`src/rtl/bus_rr_arbiter.sv`:
```
// bus_rr_arbiter: round-robin shared-bus arbiter with data/control mux and hold-timeout watchdog
module bus_rr_arbiter #(
  parameter int BUS_WIDTH = 32,
  parameter int CTRL_WIDTH = 8,
  parameter int NUM_REQ = 8,
  parameter int MAX_HOLD = 256
) (
  input  logic                           clk,
  input  logic                           rst_L,
  input  logic [NUM_REQ-1:0]             req,
  input  logic [NUM_REQ*BUS_WIDTH-1:0]   bus_in,
  input  logic [NUM_REQ*CTRL_WIDTH-1:0]  ctrl_in,
  output logic [NUM_REQ-1:0]             ack,
  output logic [BUS_WIDTH-1:0]           bus_out,
  output logic [CTRL_WIDTH-1:0]          ctrl_out,
  output logic [2:0]                     grant_id,
  output logic                           bus_busy,
  output logic                           timeout_err
);
  localparam int HW = $clog2(MAX_HOLD + 2);
  typedef enum logic [1:0] {IDLE, GRANT, RELEASE} state_t;
  state_t state, state_nx;
  logic [2:0] rr_ptr, win;
  logic [HW-1:0] hold_cnt;
  logic [NUM_REQ-1:0] lockout, elig, gmask;
  logic tmo;
  always_ff @(posedge clk or negedge rst_L) begin
    if (!rst_L) begin
      state <= IDLE;
      rr_ptr <= 3'd7;
      grant_id <= '0;
      hold_cnt <= '0;
      lockout <= '0;
      timeout_err <= 1'b0;
    end else begin
      state <= state_nx;
      timeout_err <= tmo;
      lockout <= (lockout & req) | (tmo ? gmask : '0);
      hold_cnt <= state != GRANT ? '0 : hold_cnt == HW'(MAX_HOLD) ? hold_cnt : hold_cnt + 1'b1;
      if (state == IDLE && |elig) begin
        grant_id <= win;
        rr_ptr <= win;
      end
    end
  end
  always_comb begin
    elig = req & ~lockout;
    win = '0;
    for (int k = NUM_REQ; k > 0; k--)
      win = elig[rr_ptr + 3'(k)] ? rr_ptr + 3'(k) : win;
    gmask = NUM_REQ'(1) << grant_id;
    tmo = state == GRANT && req[grant_id] && MAX_HOLD != 0 && hold_cnt == HW'(MAX_HOLD - 1);
    state_nx = state == IDLE ? (|elig ? GRANT : IDLE) :
               state == GRANT ? (!req[grant_id] || tmo ? RELEASE : GRANT) : IDLE;
  end
  always_comb begin
    bus_busy = state == GRANT;
    ack = bus_busy ? gmask : '0;
    bus_out = bus_busy ? bus_in[grant_id*BUS_WIDTH +: BUS_WIDTH] : '0;
    ctrl_out = bus_busy ? ctrl_in[grant_id*CTRL_WIDTH +: CTRL_WIDTH] : '0;
  end
endmodule

```
`config.mk`:
```
export PLATFORM = sky130hd
export DESIGN_NAME = bus_rr_arbiter
export DESIGN_NICKNAME = d
export VERILOG_FILES = /design/src/rtl/bus_rr_arbiter.sv
export SDC_FILE = /design/constraint.sdc
export NUM_CORES = 1
export LEC_CHECK = 0
export ABC_AREA = 1
export CAP_MARGIN = 15
export CORE_AREA = 5 5 146 148
export CTS_BUF_LIST = sky130_fd_sc_hd__clkbuf_4
export CTS_CLUSTER_DIAMETER = 40
export DETAILED_ROUTE_END_ITERATION = 12
export DIE_AREA = 0 0 151 153
export GPL_TIMING_DRIVEN = 0
export PLACE_DENSITY_LB_ADDON = 0.08
export SETUP_SLACK_MARGIN = 0.1
export SLEW_MARGIN = 20
export SYNTH_ARGS = -nofsm -noshare
export SYNTH_HDL_FRONTEND = slang
export SYNTH_SLANG_ARGS = --single-unit
```
`constraint.sdc`:
```
create_clock -name clk -period 4.4 [get_ports clk]
set_input_delay 0.66 -clock clk [delete_from_list [all_inputs] [get_ports clk]]
set_output_delay 0.66 -clock clk [all_outputs]
set_load 0.05 [all_outputs]
```
==> impl_metrics.yaml, run 1 <==
status:
  status: "finished clean"
die:
  die_area_um2: 23100
  dieWidth_um: 151
  ios: 383
  chipHeight_um: 153
  core_region_area_um2: 19900
  rows: 52
  initial_core_util_pct: 20.6
final_layout:
  mostFrequentLayoutCell: "sky130_fd_sc_hd__clkdlybuf4s50_1"
  layout-drive-gt1-share_pct: 3.54
  layout.cells.most_common_list: "381 x sky130_fd_sc_hd__clkdlybuf4s50_1, 236 x sky130_fd_sc_hd__nand2_1, 76 x sky130_fd_sc_hd__a22oi_1, 69 x sky130_fd_sc_hd__nand3_1, 48 x sky130_fd_sc_hd__inv_1"
  nets: 1409
  synthToLayoutAreaGrowth_pct: 102
  fin_cells: 1345
global_route:
  largest_net_degree_at_the_start_of_global_routing: 27
  globalRouteOverflowTotal: 0
  grt_use_total_pct: 25.1
  antenna_violations_before_repair: 5
  first_pass_grt_wire_length_um: 43500
  grt_pass1_vias: 6615
worst_setup_path:
  worst_ep_arrival_time_ns: 3.32
  launch_instance_of_the_worst_register_to_register_path: "rr_ptr[1]$_DFFE_PN1P_"
  timing.critical_path.slowest_cell_delay_ns: 0.86
  timing.critical_path.mode_cell: "sky130_fd_sc_hd__a211oi_1"
  worst_setup_path_startpoint: "grant_id[0]$_DFFE_PN0P_"
  critPathMaxFanout: 10
  timing_worst_setup_path_type: "reg -> out"
  timing.critical_path.from_type: "flip-flop"
  cpMaxStageDelayCell: "sky130_fd_sc_hd__clkdlybuf4s50_1"
  critical_path.endpoint_type: "output port"
  crit_required_ns: 3.74
  crit_path_cell_trace: "nor2_1 -> buf_2 -> buf_1 -> nand2_1 -> nand3_1 -> a211oi_1 -> a211oi_1 -> clkdlybuf4s50_1"
sta:
  setup_violations: 0
  drv_slew: 0
  hold_viol_final: 0
  final.period_utilization_pct: 90.5
  worst_pin_slew_ns: 0.699
  post_route_minimum_period_ns: 3.98
  fin_setup_tns_ns: 0
  timing.fmax_mhz: 251
  clock-skew-final_ns: 0.00819
  setup_repair_after_global_routing_missed_its_margin: "false"
  max-slew-margin-rel_pct: 53.4
drt:
  mean_number_of_vias_per_cell: 4.92
  drcViolationCount: 0
  route.vias.total: 6623
  wl_per_cell_um: 22.6
  route.final.wire_length_um: 30400
  drt_pass_1_iters: 5
  drt_iter0_drc: 390
  route.antenna.remaining_nets: 0
yosys:
  synth_cells: 687
  syn_area_um2: 4100
  avgSynthCellArea_um2: 5.96
  syn-num-nets: 1022
  ys_seq_area_share_pct: 16.0
  register_bit_total_from_synthesis: 26
  synth_cell_type_count: 31
  yosys_warnings: 0
clock_tree:
  clk-insertion-delay-late_ns: 0.33
  htree_num_levels: 1
  cts.reportedPaths.clkPinSlew_ns: 0.15
  cells_resized_by_post_cts_repair: 0
  tritoncts_num_sinks: 26
  deepest_clock_path_buffer_count: 2
  cts_hold_repair.buffers: 0
  cts_tree: "done"
  cts_made_buffers: 3
  postCtsSetupRepairBufs: 0
  cts.root.buffer_cell: "sky130_fd_sc_hd__clkbuf_4"
placed_design:
  port-buffer-count: 382
  routabilityCongestion: 0.895
  hpwlAfterDp_um: 26000
  dp_cells: 1339
power_and_ir_drop:
  cellPowerDensity_nw_per_um2: 646
  cellLeakagePower_nw: 3.30
  p_total_w: 0.00535
  worst_vdd_ir_uv: 220
worst_hold_path:
  hold_path_class: "in -> async"
job:
  max-cap-violations: 0
## cells in the mapped netlist (all sizes together)
library cell | count | area [um2]
a211oi | 32 | 240
a21oi | 10 | 50.1
a221oi | 17 | 149
a22oi | 76 | 571
a31oi | 5 | 31.3
a41oi | 21 | 184
buf | 19 | 111
clkbuf | 34 | 128
dfrtp | 23 | 576
dfstp | 3 | 78.8
ha | 5 | 62.6
inv | 53 | 199
nand2 | 237 | 892
nand3 | 72 | 375
nand4 | 4 | 25.0
nor2 | 19 | 71.3
nor3 | 6 | 30.0
o21ai | 41 | 205
o221ai | 1 | 8.76
o22ai | 5 | 31.3
or4 | 1 | 7.51
xnor2 | 2 | 43.8
xor2 | 1 | 27.5
## report_power, final
part | total (W) | internal, W | switching [W]
combinational | 0.00491 | 0.00164 | 0.00326
sequential | 0.000330 | 0.000296 | 0.0000345
clock | 0.000117 | 0.0000417 | 0.0000756
## path summary, 6_finish.rpt
kind / to / slack (ns) / cells past startpoint
worst max-delay path: bus_out[13] / 0.42 / 8
worst min-delay path: hold_cnt[0]$_DFFE_PN0P_ / 0.32 / 1
worst max register to register: grant_id[1]$_DFFE_PN0P_ / 1.87 / 15
worst min register to register: hold_cnt[3]$_DFFE_PN0P_ / 0.51 / 1
max in group asynchronous: lockout[2]$_DFF_PN0_ / 3.67 / 1
min in group clk: hold_cnt[3]$_DFFE_PN0P_ / 0.51 / 1
## logic make-up (layout without fill, tap and decap cells)
logic type / Yosys count / count (layout) / share of synthesized area [%]
DFF: 26 / 26 / 16.0
xor gates and xnor gates: 3 / 3 / 1.74
AOI/OAI and AO/OA: 208 / 208 / 35.9
adders and majority gates: 5 / 5 / 1.53
buffers and inverters: 106 / 492 / 10.7
and+or+nand+nor: 339 / 339 / 34.2
other: 0 / 2 / 0
## per-stage QoR
stage          worst slack, ns  utilization (%)  hold slack [ns]  area (um2)
6_report                 0.418             41.6            0.324        8290
5_1_grt                  0.165             41.6            0.359        8290
4_1_cts                  0.339             41.6            0.338        8280
3_5_place_dp             0.723             41.5            0.484        8250
3_3_place_gp             0.732             41.5            0.476        8260
2_1_floorplan             1.08                -            0.364        4100
## sequential cells by signal, summed over array words and instances (netlist names)
register / count
hold_cnt: 9
lockout: 8
rr_ptr: 3
state: 2
timeout_err: 1
grant_id: 3
## critical path: cells and delay by family, from the launching register on
family	cells	cell delay, ns
AOI/OAI and AO/OA	2	0.29
buffers and inverters	3	1.64
DFF	1	0.48
and+or+nand+nor	3	0.58
## area by class of cell
cell class                      count  area, um2
Timing Repair Buffer              382       3820
Multi-Input combinational cell    555       3010
Fill cell                        2186      11600
Antenna cell                        2       5.00
Tap cell                          270        338
Sequential cell                    26        654
Buffer                             53        239
Inverter                           53        199
Clock buffer                        4       30.0
## metal layers
metal,track usage (%),wire length [um],up-vias
li1,-,-,3236
met3,6.69,2530,36
met2,43.5,15200,282
met5,0,37,-
met1,31.2,12100,3063
met4,4.79,576,6
Note: power is estimated with default switching activity, not from simulation.
==> inputs of run 2 (changes only) <==
==> constraint.sdc (replaced) <==
create_clock -name clk -period 4.4 [get_ports clk]
set_input_delay 0.88 -clock clk [delete_from_list [all_inputs] [get_ports clk]]
set_output_delay 0.88 -clock clk [all_outputs]
set_load 0.05 [all_outputs]
==> run 2 against run 1 <==
Against the previous run: power about the same; clock power about the same; highest routed layer unchanged; routed wire length barely moved; flip-flop and latch count unchanged; utilization hardly changed.
==> impl_metrics.yaml, run 2 (same netlist as run 1, synthesis figures left out) <==
status:
  status: "finished clean"
worst_setup_path:
  timing.critical_path.slowest_cell_delay_ns: 0.90
  crit_required_ns: 3.52
  critPathMaxFanout: 10
  launch_instance_of_the_worst_register_to_register_path: "rr_ptr[1]$_DFFE_PN1P_"
  worst_ep_arrival_time_ns: 3.30
  reg2reg_slack_ns: 1.87
  critical_path.reg2reg.endpoint: "grant_id[1]$_DFFE_PN0P_"
  worst-path-buf-inv: 3
  path_delay_family: "buffers and inverters"
  crit_path_cell_trace: "nand2_1 -> inv_2 -> clkbuf_1 -> nand2_1 -> nand3_1 -> a211oi_1 -> a211oi_1 -> clkdlybuf4s50_1"
  timing.critical_path.from_type: "flip-flop"
  cpMaxStageDelayCell: "sky130_fd_sc_hd__clkdlybuf4s50_1"
  rr_worst_depth: 15
  critical_path.endpoint_type: "output port"
  timing_worst_setup_path_type: "reg -> out"
global_route:
  first_pass_grt_wire_length_um: 43500
  antenna_violations_before_repair: 6
  largest_net_degree_at_the_start_of_global_routing: 27
  grt_pass1_vias: 6615
  grt_use_total_pct: 25.1
  globalRouteOverflowTotal: 0
worst_hold_path:
  hold_path_class: "reg -> reg"
  worst_hold_path.endpoint: "hold_cnt[3]$_DFFE_PN0P_"
  hold_path_cell_cnt: 1
  hold_path_startpoint: "hold_cnt[3]$_DFFE_PN0P_"
final_layout:
  largest-register: "hold_cnt"
  nets: 1409
  final.fill_count: 2187
  multi_input_area_um2: 3010
  layout.cells.most_common_list: "378 x sky130_fd_sc_hd__clkdlybuf4s50_1, 236 x sky130_fd_sc_hd__nand2_1, 76 x sky130_fd_sc_hd__a22oi_1, 69 x sky130_fd_sc_hd__nand3_1, 48 x sky130_fd_sc_hd__inv_1"
  largest_registers: "hold_cnt x9, lockout x8"
  post-route-cell-area_um2: 8300
  synthToLayoutAreaGrowth_pct: 103
  max_ffs_per_register: 9
  final-seq-area_um2: 654
  fin_cells: 1345
  layout-drive-gt1-share_pct: 3.63
  mostFrequentLayoutCell: "sky130_fd_sc_hd__clkdlybuf4s50_1"
clock_tree:
  clk-insertion-delay-late_ns: 0.33
  cts_tree: "done"
  cts.root.buffer_cell: "sky130_fd_sc_hd__clkbuf_4"
  tritoncts_num_sinks: 26
  postCtsSetupRepairBufs: 0
  cts_made_buffers: 3
  cts_hold_repair.buffers: 0
  cts.reportedPaths.clkPinSlew_ns: 0.14
  deepest_clock_path_buffer_count: 2
  htree_num_levels: 1
power_and_ir_drop:
  seqPwrFrac_pct: 6.2
  combinationalPowerShare_pct: 91.7
  worst_vdd_ir_uv: 220
  power.share.switching_pct: 63.0
  cellLeakagePower_nw: 3.35
  cellPowerDensity_nw_per_um2: 645
  internal_power_w: 0.00198
  clockPowerShare_pct: 2.2
  p_total_w: 0.00536
  power.net_switching_w: 0.00337
drt:
  wl_met3_um: 2440
  route.antenna.remaining_nets: 0
  drcViolationCount: 0
  wl_per_cell_um: 22.6
  detail_route.wirelength.met1_um: 12200
  route.final.wire_length_um: 30400
  met2_wirelength_um: 15200
  drt_pass_1_iters: 5
  maxUsedRoutingLayer: "met5"
  drt_iter0_drc: 362
  mean_number_of_vias_per_cell: 4.92
  route.vias.total: 6615
sta:
  max-slew-margin-rel_pct: 53.2
  clock-skew-final_ns: 0.00840
  drv_slew: 0
  worst_pin_slew_ns: 0.702
  post_route_minimum_period_ns: 4.18
  hold_ws_ns: 0.512
  setup_repair_after_global_routing_missed_its_margin: "false"
  fin_setup_tns_ns: 0
  timing.fmax_mhz: 239
  setup_violations: 0
  final.period_utilization_pct: 94.9
  hold_viol_final: 0
die:
  ios: 383
  chipHeight_um: 153
  rows: 52
  die_area_um2: 23100
  initial_core_util_pct: 20.6
  dieWidth_um: 151
  core_region_area_um2: 19900
placed_design:
  dp_cells: 1339
  routabilityCongestion: 0.895
  hpwlAfterDp_um: 26000
  port-buffer-count: 382
  placement_cell_area_um2: 8250
job:
  max-cap-violations: 0
==> run 2: changes by cell type in the layout (fill, tap and decap cells not counted), sizes merged <==
cell           delta
clkdlybuf4s50     -3
dlymetal6s2s      +3
buf               -1
clkbuf            +1
==> run 2: metal layers <==
| layer | GRT usage (%) | up-vias |
|---|---|---|
| li1 | - | 3237 |
| met1 | 31.2 | 3057 |
| met2 | 43.5 | 279 |
| met3 | 6.69 | 36 |
| met4 | 4.79 | 6 |
| met5 | 0 | - |
==> run 2: worst max-delay path by stage <==
| stage | startpoint | end | slack (ns) | depth (start not counted) |
|---|---|---|---|---|
| 6_report | grant_id[0]$_DFFE_PN0P_ | ctrl_out[2] | 0.22 | 8 |
| 5_1_grt | grant_id[0]$_DFFE_PN0P_ | ctrl_out[2] | 0.10 | 8 |
| 4_1_cts | grant_id[0]$_DFFE_PN0P_ | ctrl_out[7] | 0.12 | 7 |
| 3_5_place_dp | grant_id[0]$_DFFE_PN0P_ | ctrl_out[7] | 0.50 | 7 |
| 3_3_place_gp | grant_id[0]$_DFFE_PN0P_ | ctrl_out[7] | 0.51 | 7 |
| 2_1_floorplan | grant_id[1]$_DFFE_PN0P_ | ctrl_out[2] | 0.86 | 7 |
==> run 2: area by class of cell <==
type                            instances  share of cell area, %
Buffer                                 53                   2.90
Tap cell                              270                   4.07
Clock buffer                            4                  0.362
Multi-Input combinational cell        555                   36.2
Timing Repair Buffer                  382                   46.1
Antenna cell                            2                 0.0603
Inverter                               53                   2.40
Sequential cell                        26                   7.89
==> run 2: power by group through the flow <==
stage | Combinational, W | Clock [W] | Sequential, W
detailed placement | 0.00490 | 0 | 0.000335
finish | 0.00491 | 0.000117 | 0.000330
floorplan | 0.00311 | 0 | 0.000372
global route | 0.00530 | 0.000128 | 0.000336
CTS | 0.00492 | 0.000120 | 0.000330
global placement | 0.00492 | 0 | 0.000334
==> run 2: timing repair <==
action | 4_1_cts | 5_1_grt
hold endpoints to repair | 0 | 0
endpoints found under the setup margin | 0 | 8
gates resized for setup | 0 | 4
==> run 2: worst register-to-register path: stages (launching register included) <==
cell and delay, ns:
sky130_fd_sc_hd__dfstp_2 0.56, sky130_fd_sc_hd__buf_4 0.18, sky130_fd_sc_hd__inv_1 0.14, sky130_fd_sc_hd__ha_1 0.41, sky130_fd_sc_hd__inv_1 0.20, sky130_fd_sc_hd__nand3_1 0.17, sky130_fd_sc_hd__nand3_1 0.14, sky130_fd_sc_hd__nand2_1 0.11
sky130_fd_sc_hd__a21oi_1 0.14, sky130_fd_sc_hd__nand2_1 0.06, sky130_fd_sc_hd__nand2_1 0.05, sky130_fd_sc_hd__nand2_1 0.04, sky130_fd_sc_hd__nand2_1 0.05, sky130_fd_sc_hd__nand2_1 0.04, sky130_fd_sc_hd__nand2_1 0.08, sky130_fd_sc_hd__nand2_1 0.05
==> run 2: stage by stage <==
| stage | worst slack (ns) | utilization [%] |
|---|---|---|
| finish | 0.223 | 41.7 |
| global route | 0.104 | 41.7 |
| CTS | 0.119 | 41.6 |
| detailed placement | 0.503 | 41.5 |
| global placement | 0.512 | 41.5 |
| floorplan | 0.856 | - |
